<file path="config.mk">
export PLATFORM = sky130hd
export DESIGN_NAME = fp32_accumulator
export DESIGN_NICKNAME = d
export VERILOG_FILES = /design/src/rtl/fp32_pkg.sv /design/src/rtl/fp32_align.sv /design/src/rtl/fp32_accumulator.sv
export SDC_FILE = /design/constraint.sdc
export NUM_CORES = 1
export LEC_CHECK = 0
export ABC_AREA = 1
export CAP_MARGIN = 20
export CORE_MARGIN = 2
export CORE_UTILIZATION = 40
export DETAILED_ROUTE_END_ITERATION = 8
export GPL_TIMING_DRIVEN = 0
export PLACE_DENSITY = 0.68
export SLEW_MARGIN = 25
export SYNTH_ARGS = -nofsm -noshare
export SYNTH_HDL_FRONTEND = slang
export SYNTH_SLANG_ARGS = --single-unit
</file>
<file path="constraint.sdc">
create_clock -name clk -period 5.7 [get_ports clk]
set_input_delay 1.14 -clock clk [delete_from_list [all_inputs] [get_ports clk]]
set_output_delay 1.14 -clock clk [all_outputs]
set_load 0.005 [all_outputs]
</file>
<file path="src/rtl/fp32_pkg.sv">
// Shared FP32 definitions for the processing-element arithmetic blocks.
package fp32_pkg;

    localparam int FP32_BIAS    = 127;
    localparam int FP32_EXP_MAX = 255;
    localparam int FP32_MANT_W  = 24;

    localparam logic [31:0] FP32_POS_ZERO = 32'h0000_0000;
    localparam logic [31:0] FP32_POS_INF  = 32'h7F80_0000;

    typedef struct packed {
        logic        sign;
        logic [7:0]  exp;
        logic [22:0] frac;
    } fp32_t;

    typedef enum logic [2:0] {
        ACC_IDLE,
        ACC_ALIGN,
        ACC_ADD,
        ACC_NORM,
        ACC_OUT
    } acc_state_e;

    // Mantissa with hidden one; denormals and zero collapse to 0.
    function automatic logic [FP32_MANT_W-1:0] fp32Mant(input fp32_t x);
        return (x.exp == 8'd0) ? '0 : {1'b1, x.frac};
    endfunction

endpackage

</file>
<file path="src/rtl/fp32_align.sv">
// Combinational operand alignment: picks the larger-exponent operand and
// right-shifts the other's mantissa (truncating) to the common exponent.
module fp32_align
    import fp32_pkg::*;
(
    input  fp32_t       a,
    input  fp32_t       b,
    output logic        bigSign,
    output logic [7:0]  bigExp,
    output logic [23:0] bigMant,
    output logic        smallSign,
    output logic [23:0] smallMant
);

    logic        swap;
    logic [7:0]  smallExp;
    logic [7:0]  expDiff;
    logic [23:0] smallRaw;

    // NOTE: every output of a combinational block is assigned on every path,
    // otherwise synthesis infers a latch to hold the old value.
    always_comb begin
        swap      = b.exp > a.exp;
        bigSign   = swap ? b.sign : a.sign;
        bigExp    = swap ? b.exp  : a.exp;
        bigMant   = swap ? fp32Mant(b) : fp32Mant(a);
        smallSign = swap ? a.sign : b.sign;
        smallExp  = swap ? a.exp  : b.exp;
        smallRaw  = swap ? fp32Mant(a) : fp32Mant(b);
        expDiff   = bigExp - smallExp;
        smallMant = (expDiff >= 8'd25) ? '0 : (smallRaw >> expDiff);
    end

endmodule

</file>
<file path="src/rtl/fp32_accumulator.sv">
// Sequential FP32 accumulator: align/add/normalize FSM that folds one product
// per handshake into a running sum and emits the sum on the last term.
module fp32_accumulator
    import fp32_pkg::*;
#(
    parameter int COUNT_W = 16
) (
    input  logic               clk,
    input  logic               reset,
    input  logic               in_valid,
    output logic               in_ready,
    input  logic [31:0]        in_data,
    input  logic               in_last,
    output logic               out_valid,
    input  logic               out_ready,
    output logic [31:0]        out_data,
    output logic [COUNT_W-1:0] out_count
);

    localparam logic signed [9:0] EXP_LIMIT = 10'(FP32_EXP_MAX);

    acc_state_e         state;
    fp32_t              opReg;
    fp32_t              accReg;
    logic               lastReg;
    logic [COUNT_W-1:0] countReg;
    logic               inReadyReg;
    logic               outValidReg;

    logic               bigSignR;
    logic               smallSignR;
    logic [7:0]         bigExpR;
    logic [23:0]        bigMantR;
    logic [23:0]        smallMantR;

    logic               sumSign;
    logic signed [9:0]  sumExp;
    logic [24:0]        sumMant;

    logic               alBigSign;
    logic [7:0]         alBigExp;
    logic [23:0]        alBigMant;
    logic               alSmallSign;
    logic [23:0]        alSmallMant;

    logic               addSign;
    logic [24:0]        addMant;
    fp32_t              normResult;

    fp32_align uAlign (
        .a         (opReg),
        .b         (accReg),
        .bigSign   (alBigSign),
        .bigExp    (alBigExp),
        .bigMant   (alBigMant),
        .smallSign (alSmallSign),
        .smallMant (alSmallMant)
    );

    always_comb begin
        addSign = bigSignR;
        addMant = {1'b0, bigMantR} + {1'b0, smallMantR};
        if (bigSignR != smallSignR) begin
            if (bigMantR >= smallMantR) begin
                addMant = {1'b0, bigMantR - smallMantR};
            end else begin
                addSign = smallSignR;
                addMant = {1'b0, smallMantR - bigMantR};
            end
        end
    end

    // Packing of the normalized sum, including the zero/overflow/underflow cases.
    always_comb begin
        normResult = FP32_POS_ZERO;
        if (sumMant != 25'd0) begin
            if (sumExp >= EXP_LIMIT) begin
                normResult = {sumSign, FP32_POS_INF[30:0]};
            end else if (sumExp >= 10'sd1) begin
                normResult = {sumSign, sumExp[7:0], sumMant[22:0]};
            end
        end
    end

    // NOTE: sequential state uses non-blocking assignments so every register
    // samples pre-edge values, independent of statement order.
    always_ff @(posedge clk or posedge reset) begin
        if (reset) begin
            state       <= ACC_IDLE;
            opReg       <= FP32_POS_ZERO;
            accReg      <= FP32_POS_ZERO;
            lastReg     <= 1'b0;
            countReg    <= '0;
            inReadyReg  <= 1'b1;
            outValidReg <= 1'b0;
            bigSignR    <= 1'b0;
            smallSignR  <= 1'b0;
            bigExpR     <= '0;
            bigMantR    <= '0;
            smallMantR  <= '0;
            sumSign     <= 1'b0;
            sumExp      <= '0;
            sumMant     <= '0;
        end else begin
            case (state)
                ACC_IDLE: begin
                    if (in_valid) begin
                        opReg      <= in_data;
                        lastReg    <= in_last;
                        inReadyReg <= 1'b0;
                        state      <= ACC_ALIGN;
                    end
                end
                ACC_ALIGN: begin
                    bigSignR   <= alBigSign;
                    bigExpR    <= alBigExp;
                    bigMantR   <= alBigMant;
                    smallSignR <= alSmallSign;
                    smallMantR <= alSmallMant;
                    state      <= ACC_ADD;
                end
                ACC_ADD: begin
                    sumSign <= addSign;
                    sumMant <= addMant;
                    sumExp  <= {2'b00, bigExpR};
                    state   <= ACC_NORM;
                end
                ACC_NORM: begin
                    if (sumMant[24]) begin
                        sumMant <= sumMant >> 1;
                        sumExp  <= sumExp + 10'sd1;
                    end else if (!sumMant[23] && (sumMant != 25'd0)) begin
                        sumMant <= sumMant << 1;
                        sumExp  <= sumExp - 10'sd1;
                    end else begin
                        accReg   <= normResult;
                        countReg <= countReg + COUNT_W'(1);
                        if (lastReg) begin
                            outValidReg <= 1'b1;
                            state       <= ACC_OUT;
                        end else begin
                            inReadyReg <= 1'b1;
                            state      <= ACC_IDLE;
                        end
                    end
                end
                ACC_OUT: begin
                    if (out_ready) begin
                        accReg      <= FP32_POS_ZERO;
                        countReg    <= '0;
                        outValidReg <= 1'b0;
                        inReadyReg  <= 1'b1;
                        state       <= ACC_IDLE;
                    end
                end
                default: begin
                    outValidReg <= 1'b0;
                    inReadyReg  <= 1'b1;
                    state       <= ACC_IDLE;
                end
            endcase
        end
    end

    assign in_ready  = inReadyReg;
    assign out_valid = outValidReg;
    assign out_data  = accReg;
    assign out_count = countReg;

endmodule

</file>
# --- Word level (Yosys, flattened, before mapping) ---
# Cells that the tools add are included.
# W data, S select, Z words.
op_classes:
  n_addsub: 7
  n_mul: 0
  div: 0
  n_lt_le_gt_ge: 5
  eq_ne: 12
  n_shift: 1
  muxes: 47
  bitwise: 2
  n_reduce_logical: 16
op_table:
  columns: ["operator", "n"]
  rows:
  - ["$mux W32", 6]
  - ["$mux W24", 6]
  - ["$mux W25", 3]
  - ["$pmux W32 S2", 1]
  - ["$pmux W25 S2", 1]
  - ["$mux W16", 3]
  - ["$sub A24 B24 Y24", 2]
  - ["$pmux W16 S2", 1]
  - ["$add A24 B24 Y25", 1]
  - ["$reduce_bool A25 Y1", 1]
  - ["$ge A24 B24 Y1", 1]
  - ["$shr A24 B8 Y24", 1]
  - ["$mux W10", 2]
  - ["$pmux W10 S2", 1]
  - ["$add A16 B1 Y16 const B", 1]
  - ["$logic_not A8 Y1", 2]
  - ["$mux W8", 2]
  - ["$mux W3", 5]
  - ["$pmux W3 S5", 1]
  - ["$mux W1", 13]
  - ["$ne A2 B2 Y1 const B", 6]
  - ["$add A10 B2 Y10 const B", 1]
  - ["$ge A10 B2 Y1 const B", 1]
  - ["$ge A10 B9 Y1 const B", 1]
  - ["22 further kinds", 27]
word_totals:
  register_bits: 180
  latch_bits: 0
  ramBits: 0
  mem_bits_ro: 0
  out_inout_bits: 50
  memories: 0

# --- Depth between registers and ports, before layout ---
logic_depth:
  depth_word: 7
  depth_mapped: 30
  mapped_depth_nobuf: 30

# --- Hierarchy ---
# From an unflattened synthesis, not the netlist that was laid out.
hier_totals:
  cells_unflattened: 2636
  hier_area_um2: 16168.0
modules_own_cells:
  columns: ["mod", "n_inst", "cells_each", "area_per_inst_um2"]
  rows:
  - ["fp32_accumulator", 1, 2026, 13346.6]
  - ["fp32_align", 1, 610, 2821.5]

# --- Worst setup path before layout ---
# No wires, ideal clock.
synth_path:
  path_type: "reg-to-reg"
  from: "register accReg, in the netlist out_data[25]"
  to: "register smallMantR[0]"
  setup_time_ns: 0.117
  arrival_time_ns: 2.913
  t_required_ns: 5.583
  path_slack_ns: 2.669
  path_stages_with_launch: 29
  synth_period_minus_slack_ns: 3.031
  cell_sequence: "dfrtp_1 ha_1 nand2_2 inv_2 nand2_1 nand2_1 nand2_1 nand2_4 nand2_4 nand2_1 nand3_1 ha_1 inv_1 nand2_2 nand2_1 nand3_1 nand2_1 nand2_1 buf_2 nand4_1 nand2_1 nand3_1 nand2_1 nand2_1 nand2_1 nand2_1 nand2_1 nand3_1 nand2_1"
synth_via:
  elab_chain_cells: 5
  word_cells_on_any_way: 10
  classes_between: "1 x add/sub; 2 x order compare; 1 x shift; 5 x mux; 1 x reduce/logical"
synth_rtl:
  columns: ["item", "line_no", "text"]
  rows:
  - ["from (decl)", "fp32_accumulator.sv:24", "fp32_t accReg;"]
  - ["from (signal assigned)", "fp32_accumulator.sv:136", "accReg <= normResult;"]
  - ["$gt A8 B8 Y1 or $logic_not A8 Y1 (tied branches)", "fp32_align.sv:23, fp32_pkg.sv:27", null]
  - ["$mux W8 (tied with other cells)", "fp32_align.sv:25", "bigExp = swap ? b.exp : a.exp;"]
  - ["$sub A8 B8 Y8 or $mux W24 (tied branches)", "fp32_align.sv:30, fp32_align.sv:29", null]
  - ["$shr A24 B8 Y24 or $ge A8 B5 Y1 (tied branches)", "fp32_align.sv:31", "smallMant = (expDiff >= 8'd25) ? '0 : (smallRaw >> expDiff);"]
  - ["$mux W24 *", "fp32_align.sv:31", null]
  - ["to (signal assigned)", "fp32_accumulator.sv:119", "smallMantR <= alSmallMant;"]
  - ["to (decl)", "fp32_accumulator.sv:34", "logic [23:0] smallMantR;"]
# Every way passes the cells marked *; elsewhere a longest branch is shown, timed or not.
# A chain may end at the register's enable or synchronous reset.

# --- Worst setup path after layout ---
layout_path:
  from: "register bigMantR[21]"
  to: "register sumMant[10]"
layout_via:
  elab_chain_cells: 4
layout_rtl:
  columns: ["item", "line_no", "text"]
  rows:
  - ["from (decl)", "fp32_accumulator.sv:33", "logic [23:0] bigMantR;"]
  - ["from (signal assigned)", "fp32_accumulator.sv:117", "bigMantR <= alBigMant;"]
  - ["$ge A24 B24 Y1", "fp32_accumulator.sv:64", "if (bigMantR >= smallMantR) begin"]
  - ["$mux W24", "fp32_accumulator.sv:64", null]
  - ["$mux W25", "fp32_accumulator.sv:63", "if (bigSignR != smallSignR) begin"]
  - ["$pmux W25 S2", "fp32_accumulator.sv:105", "case (state)"]
  - ["to (signal assigned)", "fp32_accumulator.sv:124", "sumMant <= addMant;"]
  - ["to (signal assigned)", "fp32_accumulator.sv:130", "sumMant <= sumMant >> 1;"]
  - ["to (signal assigned)", "fp32_accumulator.sv:133", "sumMant <= sumMant << 1;"]
  - ["to (decl)", "fp32_accumulator.sv:38", "logic [24:0] sumMant;"]
# No other way between the ends.

==> reports/qor.txt <==
IO Pins = 87
vias after detailed routing = 14800
hold-critical path depth = 1
Highest Signal Layer = met4
Netlist cell types = 61
Post-synth EDFFs = 0
Vias/cell = 5.75
GPL Wtd Cong = 0.995
clk slew on worst S/H paths = 0.08 ns
Hold Path Origin = out_count[15]
met2 WL = 22.5 mm
post_cts resized = 0
n_diodes = 0
initial core utilization = 0.409
Max Freq = 0.240 GHz
Main synth FF type = dfrtp_1
fillers = 3472
Arrival @ worst endpoint = 4.47 ns
Syn Nets = 2120
CP startpoint = bigMantR[21]
endpoints failing setup = 0
DRT iter0 DRCs = 1731
RSZ-0062 raised after global routing = false
antenna viol nets, final = 0
Setup TNS Final = 0 ns
Tot GR Track Use = 0.283
cells after synthesis = 1996
largest fanout on the critical path = 10
period utilisation layout = 0.731
Crit. End Element = flip-flop
Die Ht = 190 um
max-capacitance violation count = 0
post-synthesis average cell area = 6.90 um^2
skew final = 0.0146 ns
Hold WC Path Type = flip-flop to flip-flop
Mapped Area = 13800 um^2
Worst R2R Path Depth = 15
Overflow after GRT = 0
R2R Path Start = bigMantR[21]
post-CTS setup buffer count = 0
DRC Markers = 0
synthesis-to-layout area growth = 15.7%
largest net degree at the start of global routing = 33
register area share after synthesis = 0.327
Required @ worst endpoint = 6.01 ns
layout cell share with drive strength beyond 1 = 0.0467
drt pass-1 iters = 8
CP Launch Type = flip-flop
IO Port Bufs = 86
CTS Buf Count = 17
M1 wire length = 21.7 mm
Nets = 2231
wire per inst = 19.7 um
Reg2Reg Capture Point = sumMant[10]
normalized max-slew margin = 0.457
Slew Limit Fails = 0
worst-skew pair later-pin latency = 0.46 ns
hold buffer count at cts = 0
die outline width = 190 um
num rows = 67
CORE AREA = 33700 um^2
status = finished clean
Hold Vio Cnt, Final = 0
CTS max path bufs = 2
die area = 35900 um^2
DP HPWL = 40.7 mm
asr flop ratio synth = 1.00
yosys warns = 0
wire length on met3 = 4.28 mm
R2R Setup Slk = 1.54 ns
initial antenna violation count = 0
CTS tree = done
Hold Path Sink = out_count[15]
Period minus WS final = 4.16 ns
CTS sink count = 180
crit path kind = flip-flop to flip-flop
drt total wl = 50.5 mm
Tightest Pin Transition = 0.807 ns
H-tree Lvls = 4
vias in the first global route = 14000
Seq cells post-synth = 180
clk root buf = clkbuf_16
first-pass GRT wire length = 78.6 mm
==> per-layer routing <==
metal,vias up,track usage
met1,6955,0.392
met2,765,0.440
met4,0,0.114
met3,103,0.0456
li1,6939,-
met5,-,0
==> worst max-delay path, cell delays in order (launching register included) <==
cell and delay (ns):
dfrtp_1 0.40, inv_1 0.09, ha_1 0.28, clkbuf_1 0.37, nand2_1 0.22, nor4_1 0.72
nand4_1 0.17, nand3_1 0.23, clkinv_1 0.32, clkbuf_1 0.33, nand2_1 0.10, o21ai_0 0.11
o21ai_0 0.29, a21oi_1 0.10, o21ai_0 0.14, a41oi_1 0.15
==> cells in the final DEF (no fill, tap or decap), types with 4 or more instances in the layout <==
| master | synthesis | final |
|---|---|---|
| nand4_1 | 23 | 23 |
| o22ai_2 | 8 | 8 |
| inv_8 | 0 | 5 |
| clkdlybuf4s50_1 | 0 | 86 |
| clkbuf_16 | 0 | 17 |
| o21ai_0 | 182 | 182 |
| o21bai_1 | 5 | 5 |
| clkinv_1 | 4 | 4 |
| a31oi_1 | 16 | 16 |
| nor2_1 | 139 | 139 |
| buf_1 | 9 | 9 |
| dfrtp_1 | 179 | 179 |
| inv_2 | 8 | 8 |
| nor3_1 | 25 | 24 |
| buf_12 | 0 | 5 |
| xor2_1 | 18 | 18 |
| o211ai_1 | 23 | 23 |
| o2111ai_1 | 4 | 4 |
| inv_1 | 232 | 231 |
| a41oi_1 | 15 | 15 |
| ha_1 | 84 | 84 |
| a21oi_1 | 132 | 132 |
| nand3_1 | 205 | 205 |
| a21o_1 | 5 | 5 |
| o21ai_1 | 8 | 8 |
| nand2_2 | 8 | 8 |
| clkbuf_1 | 74 | 75 |
| o22ai_1 | 46 | 46 |
| nand2_1 | 457 | 457 |
| buf_2 | 15 | 15 |
| nor4_1 | 9 | 9 |
==> state kept, by name (all words and copies together) (netlist names) <==
register / count
bigMantR: 24
bigSignR: 1
opReg: 32
sumExp: 10
out_count: 16
sumMant: 25
out_valid: 1
smallMantR: 24
bigExpR: 8
state: 3
lastReg: 1
sumSign: 1
smallSignR: 1
out_data: 32
in_ready: 1
==> through the flow <==
step | util | hold WS (ns) | cell area [um^2] | instances | setup slack [ns]
6_report | 0.473 | 0.462 | 15900 | 2568 | 1.54
4_1_cts | 0.473 | 0.463 | 15900 | 2568 | 1.71
2_1_floorplan | - | 0.442 | 13800 | 1996 | 2.25
5_1_grt | 0.473 | 0.505 | 15900 | 2568 | 1.32
3_3_place_gp | 0.451 | 0.449 | 15200 | 2530 | 0.704
3_5_place_dp | 0.455 | 0.452 | 15300 | 2536 | 1.76
==> final cells by class <==
class	count	area [um^2]	share of cell area
buffer	101	417	0.0262
clock buffer	18	429	0.0269
clock inverter	14	176	0.0111
inverter	244	920	0.0577
multi-input combinational	1471	7930	0.498
sequential	180	4510	0.283
tap	448	561	0.0352
timing repair buffer	92	988	0.0620
==> synth_stat cells (8+ instances only) <==
cell type | n | area (um^2)
nand2_1 | 457 | 1720
inv_1 | 232 | 871
nand3_1 | 205 | 1030
o21ai_0 | 182 | 911
dfrtp_1 | 179 | 4480
nor2_1 | 139 | 522
a21oi_1 | 132 | 661
ha_1 | 84 | 1050
clkbuf_1 | 74 | 278
o22ai_1 | 46 | 288
nor3_1 | 25 | 125
nand4_1 | 23 | 144
o211ai_1 | 23 | 173
xor2_1 | 18 | 158
a31oi_1 | 16 | 100
a41oi_1 | 15 | 131
buf_2 | 15 | 75.1
buf_1 | 9 | 33.8
nor4_1 | 9 | 56.3
inv_2 | 8 | 30.0
nand2_2 | 8 | 50.1
o21ai_1 | 8 | 40.0
o22ai_2 | 8 | 100
==> how the worst max path moves through the flow <==
stage / cells past startpoint / slack (ns) / endpoint
5_1_grt: 15 / 1.32 / sumMant[10]
3_3_place_gp: 2 / 0.70 / opReg[10]
4_1_cts: 14 / 1.71 / sumMant[10]
6_report: 15 / 1.54 / sumMant[10]
3_5_place_dp: 19 / 1.76 / smallMantR[3]
2_1_floorplan: 1 / 2.25 / bigExpR[0]
==> cells by family after synthesis <==
logic type      count (synthesis)  synth area share
simple gates                  887             0.278
compound gates                473             0.200
buf+inv                       345            0.0968
flops                         180             0.327
fa+ha+maj                      87            0.0807
xor+xnor                       22            0.0151
mux                             2           0.00145
Power is not shown: default switching activity piles up to over one toggle a cycle in this logic, so the estimate is an artifact.
